### src/rtl/uart_cmd_pkg.sv
// Shared definitions for the UART command parser: parser states, frame
// constants and the opcode values consumers decode against.
package uart_cmd_pkg;

  typedef enum logic [2:0] {
    WAIT_SYNC,
    GET_OP,
    GET_HI,
    GET_LO,
    GET_CHK
  } parser_state_t;

  localparam logic [7:0] SYNC_BYTE_DEFAULT = 8'hAA;

  localparam logic [7:0] OP_FILTER_SEL = 8'h01;
  localparam logic [7:0] OP_NOTE       = 8'h02;

  function automatic logic [7:0] frame_chk(input logic [7:0] op,
                                           input logic [7:0] arg_hi,
                                           input logic [7:0] arg_lo);
    return op ^ arg_hi ^ arg_lo;
  endfunction

endpackage

### src/rtl/uart_cmd_timeout.sv
// Inter-byte watchdog: counts enabled cycles since the last clear and flags
// expiry on the cycle the count sits at TIMEOUT_CYC-1.
module uart_cmd_timeout #(
  parameter int TIMEOUT_CYC = 1_000_000
) (
  input  logic clk,
  input  logic rst,
  input  logic clear,
  input  logic enable,
  output logic expire
);

  localparam int W = (TIMEOUT_CYC > 1) ? $clog2(TIMEOUT_CYC) : 1;
  localparam logic [W-1:0] LAST = W'(TIMEOUT_CYC - 1);

  logic [W-1:0] count;

  // A clear in the same cycle (a byte arrived) always wins over expiry.
  assign expire = enable && !clear && (count == LAST);

  always_ff @(posedge clk or posedge rst) begin
    if (rst) begin
      count <= '0;
    end else if (clear || expire) begin
      count <= '0;
    end else if (enable) begin
      count <= count + W'(1);
    end
  end

endmodule

### src/rtl/uart_cmd_ctrl.sv
// Frame parser for SYNC/op/arg_hi/arg_lo/chk command frames with a one-deep
// valid/ready output register and single-cycle error pulses.
module uart_cmd_ctrl
  import uart_cmd_pkg::*;
#(
  parameter logic [7:0] SYNC_BYTE   = SYNC_BYTE_DEFAULT,
  parameter int         TIMEOUT_CYC = 1_000_000
) (
  input  logic        clk,
  input  logic        rst,
  input  logic        rx_done,
  input  logic [7:0]  rx_data,
  output logic        cmd_valid,
  input  logic        cmd_ready,
  output logic [7:0]  cmd_op,
  output logic [15:0] cmd_arg,
  output logic        err_chk,
  output logic        err_timeout,
  output logic        err_overrun,
  output logic        busy
);

  parser_state_t state;
  logic [7:0]    op_buf;
  logic [7:0]    hi_buf;
  logic [7:0]    lo_buf;
  logic          transfer;
  logic          expire;
  logic          tmo_clear;

  assign transfer  = cmd_valid && cmd_ready;
  assign tmo_clear = rx_done || !busy;

  uart_cmd_timeout #(
    .TIMEOUT_CYC(TIMEOUT_CYC)
  ) u_timeout (
    .clk   (clk),
    .rst   (rst),
    .clear (tmo_clear),
    .enable(busy),
    .expire(expire)
  );

  always_ff @(posedge clk or posedge rst) begin
    if (rst) begin
      state       <= WAIT_SYNC;
      op_buf      <= '0;
      hi_buf      <= '0;
      lo_buf      <= '0;
      cmd_valid   <= 1'b0;
      cmd_op      <= '0;
      cmd_arg     <= '0;
      err_chk     <= 1'b0;
      err_timeout <= 1'b0;
      err_overrun <= 1'b0;
      busy        <= 1'b0;
    end else begin
      err_chk     <= 1'b0;
      err_timeout <= 1'b0;
      err_overrun <= 1'b0;

      if (transfer) begin
        cmd_valid <= 1'b0;
      end

      if (rx_done) begin
        case (state)
          WAIT_SYNC: begin
            if (rx_data == SYNC_BYTE) begin
              state <= GET_OP;
              busy  <= 1'b1;
            end
          end
          GET_OP: begin
            op_buf <= rx_data;
            state  <= GET_HI;
          end
          GET_HI: begin
            hi_buf <= rx_data;
            state  <= GET_LO;
          end
          GET_LO: begin
            lo_buf <= rx_data;
            state  <= GET_CHK;
          end
          GET_CHK: begin
            state <= WAIT_SYNC;
            busy  <= 1'b0;
            // The output register is free if empty or being drained this cycle.
            if (rx_data == frame_chk(op_buf, hi_buf, lo_buf)) begin
              if (!cmd_valid || transfer) begin
                cmd_op    <= op_buf;
                cmd_arg   <= {hi_buf, lo_buf};
                cmd_valid <= 1'b1;
              end else begin
                err_overrun <= 1'b1;
              end
            end else begin
              err_chk <= 1'b1;
            end
          end
          default: begin
            state <= WAIT_SYNC;
            busy  <= 1'b0;
          end
        endcase
      end else if (expire) begin
        state       <= WAIT_SYNC;
        busy        <= 1'b0;
        err_timeout <= 1'b1;
      end
    end
  end

endmodule

### config.mk
export PLATFORM = sky130hd
export DESIGN_NAME = uart_cmd_ctrl
export DESIGN_NICKNAME = d
export VERILOG_FILES = /design/src/rtl/uart_cmd_pkg.sv /design/src/rtl/uart_cmd_timeout.sv /design/src/rtl/uart_cmd_ctrl.sv
export SDC_FILE = /design/constraint.sdc
export NUM_CORES = 1
export LEC_CHECK = 0
export ABC_CLOCK_PERIOD_IN_PS = 4520
export CORE_MARGIN = 2
export CORE_UTILIZATION = 35
export DETAILED_ROUTE_END_ITERATION = 10
export GPL_TIMING_DRIVEN = 0
export PLACE_DENSITY = 0.65
export SETUP_SLACK_MARGIN = 0.05
export SLEW_MARGIN = 5
export SYNTH_ARGS = -nofsm -noshare
export SYNTH_HDL_FRONTEND = slang
export SYNTH_HIERARCHICAL = 1
export SYNTH_SLANG_ARGS = --single-unit
### constraint.sdc
create_clock -name clk -period 4.52 [get_ports clk]
set_clock_uncertainty 0.2 [all_clocks]
set_input_delay 0.678 -clock clk [delete_from_list [all_inputs] [get_ports clk]]
set_output_delay 0.678 -clock clk [all_outputs]
set_load 0.1 [all_outputs]
## Yosys cells after proc, flatten, opt, wreduce, memory -nomap -nowiden

Cells that the tools add are included.

- Output and inout port bits: 29
- Bits in registers: 76
- Word-level logic and storage cells: 67
- Bits of input ports: 12

- Bitwise operators: 2
- Add/sub/neg operators: 1
- Equality and inequality tests: 9
- Reductions and logical operators: 19
- Muxes and demuxes: 24

Operators by type and width:

| operator | count |
|---|---|
| 20-bit 2-to-1 mux | 2 |
| 20-bit by 1-bit adder with 20-bit output (second input constant) | 1 |
| 20-bit equality test (second input constant) | 1 |
| 1-bit 2-to-1 mux | 17 |
| 8-bit bitwise XOR | 2 |
| 3-bit one-hot mux with 4 select lines | 1 |
| 3-bit 2-to-1 mux | 3 |
| 8-bit equality test | 1 |
| 8-bit equality test (second input constant) | 1 |
| 2-bit AND reduction | 4 |
| 3-bit by 2-bit equality test with 1-bit output (second input constant) | 2 |
| 4-bit AND reduction | 1 |
| 2-bit nonzero test | 2 |
| 3-bit by 1-bit equality test with 1-bit output (second input constant) | 1 |
| 3-bit equality test (second input constant) | 1 |
| 1-bit logical AND | 3 |
| 1-bit zero test | 3 |
| 3-bit zero test | 1 |
| 1-bit logical OR | 3 |
| 3-bit != test (second input constant) | 1 |
| 3-bit AND reduction | 1 |
| 3-bit OR reduction | 1 |
| 2-bit != test (second input constant) | 1 |
| 1-bit one-hot mux with 2 select lines | 1 |

## Logic depth before layout (Yosys ltp)

- Depth after elaboration: 7
- Depth in mapped cells: 8
- Depth with buffers taken out: 8

## Modules after synthesis

Netlist, hierarchy kept.

Modules (own cells, without submodules):

| module | instances | area an instance (um^2) | seq. area each (um^2) | cells each |
|---|---|---|---|---|
| uart_cmd_ctrl | 1 | 2459.9 | 1401.3 | 164 |
| uart_cmd_timeout | 1 | 1088.5 | 500.5 | 112 |

## Worst setup path before layout

Ideal clock, no wire load.

- Path type: reg2reg
- From: register busy
- To: register state[0]
- Period minus slack after synthesis: 2.675 ns
- Stages on the path, launching flop included: 8
- Data arrival time: 2.350 ns
- Path slack: 1.845 ns
- Path buffers: 0
- Required time: 4.195 ns
- Library setup time: 0.125 ns
- Cell sequence: dfrtp_1 nand2b_1 nor2_1 nand3_1 nor3_1 nor2_1 a31o_2 mux2_2

- Word-level cells in the longest chain between the ends: 7

RTL lines:

| what | line | source |
|---|---|---|
| start, declared | uart_cmd_ctrl.sv:20 | `output logic busy` |
| start signal, assigned | uart_cmd_ctrl.sv:56 | `busy <= 1'b0;` |
| start signal, assigned | uart_cmd_ctrl.sv:71 | `busy <= 1'b1;` |
| start signal, assigned | uart_cmd_ctrl.sv:88 | `busy <= 1'b0;` |
| 1-bit zero test | uart_cmd_ctrl.sv:32 | `assign tmo_clear = rx_done \|\| !busy;` |
| 1-bit logical OR | uart_cmd_ctrl.sv:32 |  |
| via tmo_clear | uart_cmd_ctrl.sv:29 | `logic tmo_clear;` |
| 1-bit zero test | uart_cmd_timeout.sv:19 | `assign expire = enable && !clear && (count == LAST);` |
| 1-bit logical AND (2 in series) | uart_cmd_timeout.sv:19 |  |
| via expire | uart_cmd_ctrl.sv:28 | `logic expire;` |
| 2-bit nonzero test (no source line) | -- |  |
| 2-bit AND reduction (no source line) | -- |  |
| end signal, assigned | uart_cmd_ctrl.sv:46 | `state <= WAIT_SYNC;` |
| end signal, assigned | uart_cmd_ctrl.sv:70 | `state <= GET_OP;` |
| end signal, assigned | uart_cmd_ctrl.sv:76 | `state <= GET_HI;` |
| end, declared | uart_cmd_ctrl.sv:23 | `parser_state_t state;` |

The timed path passes the listed nets, and every way through them passes these cells.
A chain may end at the register's enable or synchronous reset.

## Final worst setup path

- From: register busy
- To: output port busy

No word-level cell between the ends.

==> metrics <==
outcome=finished, final reports clean; global-route congestion overflow total=0; number of buffers added for setup after CTS=0; path length in cells of the critical path=1; count of cells along the worst hold path=1; minimum setup slack after placement=approximately 1.2 ns; syn nets=about 290; number of cells on the worst reg-to-reg path=6; power per unit of standard cell area=~500 nW/um2; most numerous cell types in the synthesized netlist=76 x sky130_fd_sc_hd__dfrtp_1, 29 x sky130_fd_sc_hd__mux2_2, 25 x sky130_fd_sc_hd__xnor2_1; number of global-route vias before repair=roughly 2,300; worst path arrival time=2.12 ns; startpoint kind of the worst setup timing path=flop; WL met3=just under 300 um; net count of the finished layout=roughly 340; number of vias per cell after detailed routing=between 4 and 5; initial standard-cell utilization of the core=0.361; routed via count=approximately 2,200; kind of end point of the critical path=output port; horizontal die dimension=105 um; largest net degree at the start of global routing=30; # hold bufs at CTS=0; # Max-Cap Violations=0; diode insertion count for antenna repair=0; cell with the biggest individual delay on the critical path=sky130_fd_sc_hd__clkdlybuf4s50_1; worst slew pin tran=roughly 0.98 ns; required time of the critical path=between 3 and 4 ns; sequential area share after synthesis=0.536; # clock sinks=76; Met2 Wirelength=3.31 mm; maximum frequency from static timing analysis=334 MHz; launching instance or port of the critical path=busy$_DFFE_PP0P_; area of the mapped netlist=around 3500 um2; endpoints failing setup=0; M1 WL=3.28 mm; dominant cell type by area after synthesis=sky130_fd_sc_hd__dfrtp_1; Syn. warnings=6; accumulated negative setup slack=0 ns; instance count of the mapped netlist=~280; violation count after the first detailed-route iteration=124; top cells by area, synth=sky130_fd_sc_hd__dfrtp_1 54%, sky130_fd_sc_hd__mux2_2 9.2%, sky130_fd_sc_hd__mux2_4 8.5%; clock tree from TritonCTS=built; Finished Cell Area=between 4000 and 5000 um2; top routing layer in use=met4; wire length of the first global-routing pass=~12 mm; post-detailed-routing wire length=roughly 7 mm; overall die area=11,000 um2; Residual DRC=0; synth unique cells=37; Max Root-Sink Buffers=2; list of cells traversed by the critical path=clkdlybuf4s50_1; worst slew margin relative to its limit=0.343; Tot GR Track Use=0.136; cell leakage power=1.88 nW; synthesized area per cell=12.9 um2; clock root buffer=sky130_fd_sc_hd__clkbuf_8; number of flip-flops and latches in the synthesized netlist=between 70 and 80; Placement Rows=36; most frequent cell after synthesis=sky130_fd_sc_hd__dfrtp_1; setup slack after layout=1.53 ns; path type of the worst min-delay path=reg -> reg; placed instance area=between 4000 and 5000 um2; die extent in y=105 um; count of pins on the block boundary=between 40 and 50; delay-heaviest family, CP=buffers and inverters; Resize count post-CTS=0; hpwl dp=4.92 mm; most frequently used flop master after synthesis=sky130_fd_sc_hd__dfrtp_1; signed area change from the synthesized netlist to the final layout=22.0%; first-pass detailed-route iteration total=4; top cell type's share of synthesized area=0.536; routability congestion estimate=~0.80; RSZ-0062 raised after global routing=no; Setup CP Type=reg -> out; shortest period the worst path allows=around 3 ns; core area=9820 um2; Slowest Stage Delay on Critical Path=about 1.2 ns; async set-reset flop share out of synthesis=1.00; share of cells above drive strength 1=0.243; Post-DRT Antenna Nets=0; number of I/O port buffers=40; period utilisation layout=0.662; number of enable flip-flop cells after synthesis=0; WL per Instance=roughly 15 um; insertion delay to the later sink of the worst-skew pair=about 0.35 ns; number of CTS-inserted buffers=9; Hold Violations, Final=0; worst-path maximum fanout=9; final number of max-transition violations=0; clock transition at the registers of the reported paths=~0.080 ns; Worst VDD drop=between 200 and 300 uV; Filler Cells Inserted=around 950; number of antenna violations at the first check in global routing=0; Worst R2R Start=op_buf[5]$_DFFE_PP0P_; maximum level of the CTS H-tree=3; worst path bufs/invs=1; Worst Min Path Start=cmd_arg[12]$_DFFE_PP0P_
==> registers in the layout, indices dropped and copies added, names as in the netlist <==
| signal | flops |
|---|---|
| u_timeout/count | 20 |
| cmd_arg | 16 |
| cmd_op | 8 |
| hi_buf | 8 |
| lo_buf | 8 |
| op_buf | 8 |
| state | 3 |
| busy | 1 |
| cmd_valid | 1 |
| err_chk | 1 |
| err_overrun | 1 |
| err_timeout | 1 |
==> kinds of logic after synthesis <==
logic type	Yosys count	synth area share
xor gates and xnor gates	38	0.0938
DFF	76	0.536
adders and majority gates	1	0.00353
muxes	50	0.179
and+or+nand+nor	82	0.135
AOI/OAI and AO/OA	16	0.0317
buffers and inverters	13	0.0201
==> metal layers <==
metal  up-vias  track usage
li1       1065            -
met1      1110        0.180
met2        37        0.218
met3         2       0.0443
met4         0       0.0343
met5         -            0
==> metrics by stage <==
step / std cells / hold slack, ns / util / total power (W)
detailed placement: 450 / 0.296 / 0.421 / 0.00166
finish: 466 / 0.311 / 0.441 / 0.00214
global route: 466 / 0.330 / 0.441 / 0.00227
CTS: 466 / 0.316 / 0.441 / 0.00217
global placement: 449 / 0.283 / 0.419 / 0.00165
floorplan: 276 / 0.268 / - / 0.00151
==> worst paths after layout <==
kind	to	slack [ns]
worst max-delay path	busy	1.53
worst min-delay path	cmd_arg[12]$_DFFE_PP0P_	0.31
worst max register to register	cmd_arg[9]$_DFFE_PP0P_	2.08
worst min register to register	cmd_arg[12]$_DFFE_PP0P_	0.31
max in group asynchronous	op_buf[0]$_DFFE_PP0P_	2.97
min in group asynchronous	err_timeout$_DFF_PP0_	0.57
==> cells in the final DEF, fill, tap and decap left out, types with 3 or more instances in the layout <==
cell type,synthesis,final
sky130_fd_sc_hd__a21oi_1,5,5
sky130_fd_sc_hd__xnor2_1,25,25
sky130_fd_sc_hd__clkbuf_1,3,3
sky130_fd_sc_hd__nor3_1,6,6
sky130_fd_sc_hd__xor2_1,13,13
sky130_fd_sc_hd__nand2_1,13,13
sky130_fd_sc_hd__nand3_1,8,8
sky130_fd_sc_hd__nor2b_1,3,3
sky130_fd_sc_hd__buf_6,3,3
sky130_fd_sc_hd__nor2_1,20,20
sky130_fd_sc_hd__o21ai_0,5,5
sky130_fd_sc_hd__nor4_1,5,5
sky130_fd_sc_hd__mux2_4,20,20
sky130_fd_sc_hd__inv_1,7,6
sky130_fd_sc_hd__clkbuf_8,0,11
sky130_fd_sc_hd__nand4_1,5,5
sky130_fd_sc_hd__clkdlybuf4s50_1,0,40
sky130_fd_sc_hd__mux2_2,29,29
sky130_fd_sc_hd__dfrtp_1,76,76
sky130_fd_sc_hd__nand3b_1,3,3
==> power by group <==
group	switching, W	internal (W)	leakage [nW]
Combinational	0.000358	0.000327	0.767
Sequential	0.000136	0.000820	1.01
Clock	0.000265	0.000237	0.102
==> cell type report <==
| cell class | count | area [um2] | share of cell area |
|---|---|---|---|
| Sequential cell | 76 | 1900 | 0.439 |
| Tap cell | 133 | 166 | 0.0384 |
| Buffer | 6 | 45.0 | 0.0104 |
| Multi-Input combinational cell | 187 | 1580 | 0.364 |
| Inverter | 7 | 26.3 | 0.00607 |
| Timing Repair Buffer | 41 | 420 | 0.0971 |
| Clock inverter | 5 | 42.5 | 0.00983 |
| Clock buffer | 11 | 151 | 0.0350 |
Note: power is estimated with default switching activity, not from simulation.
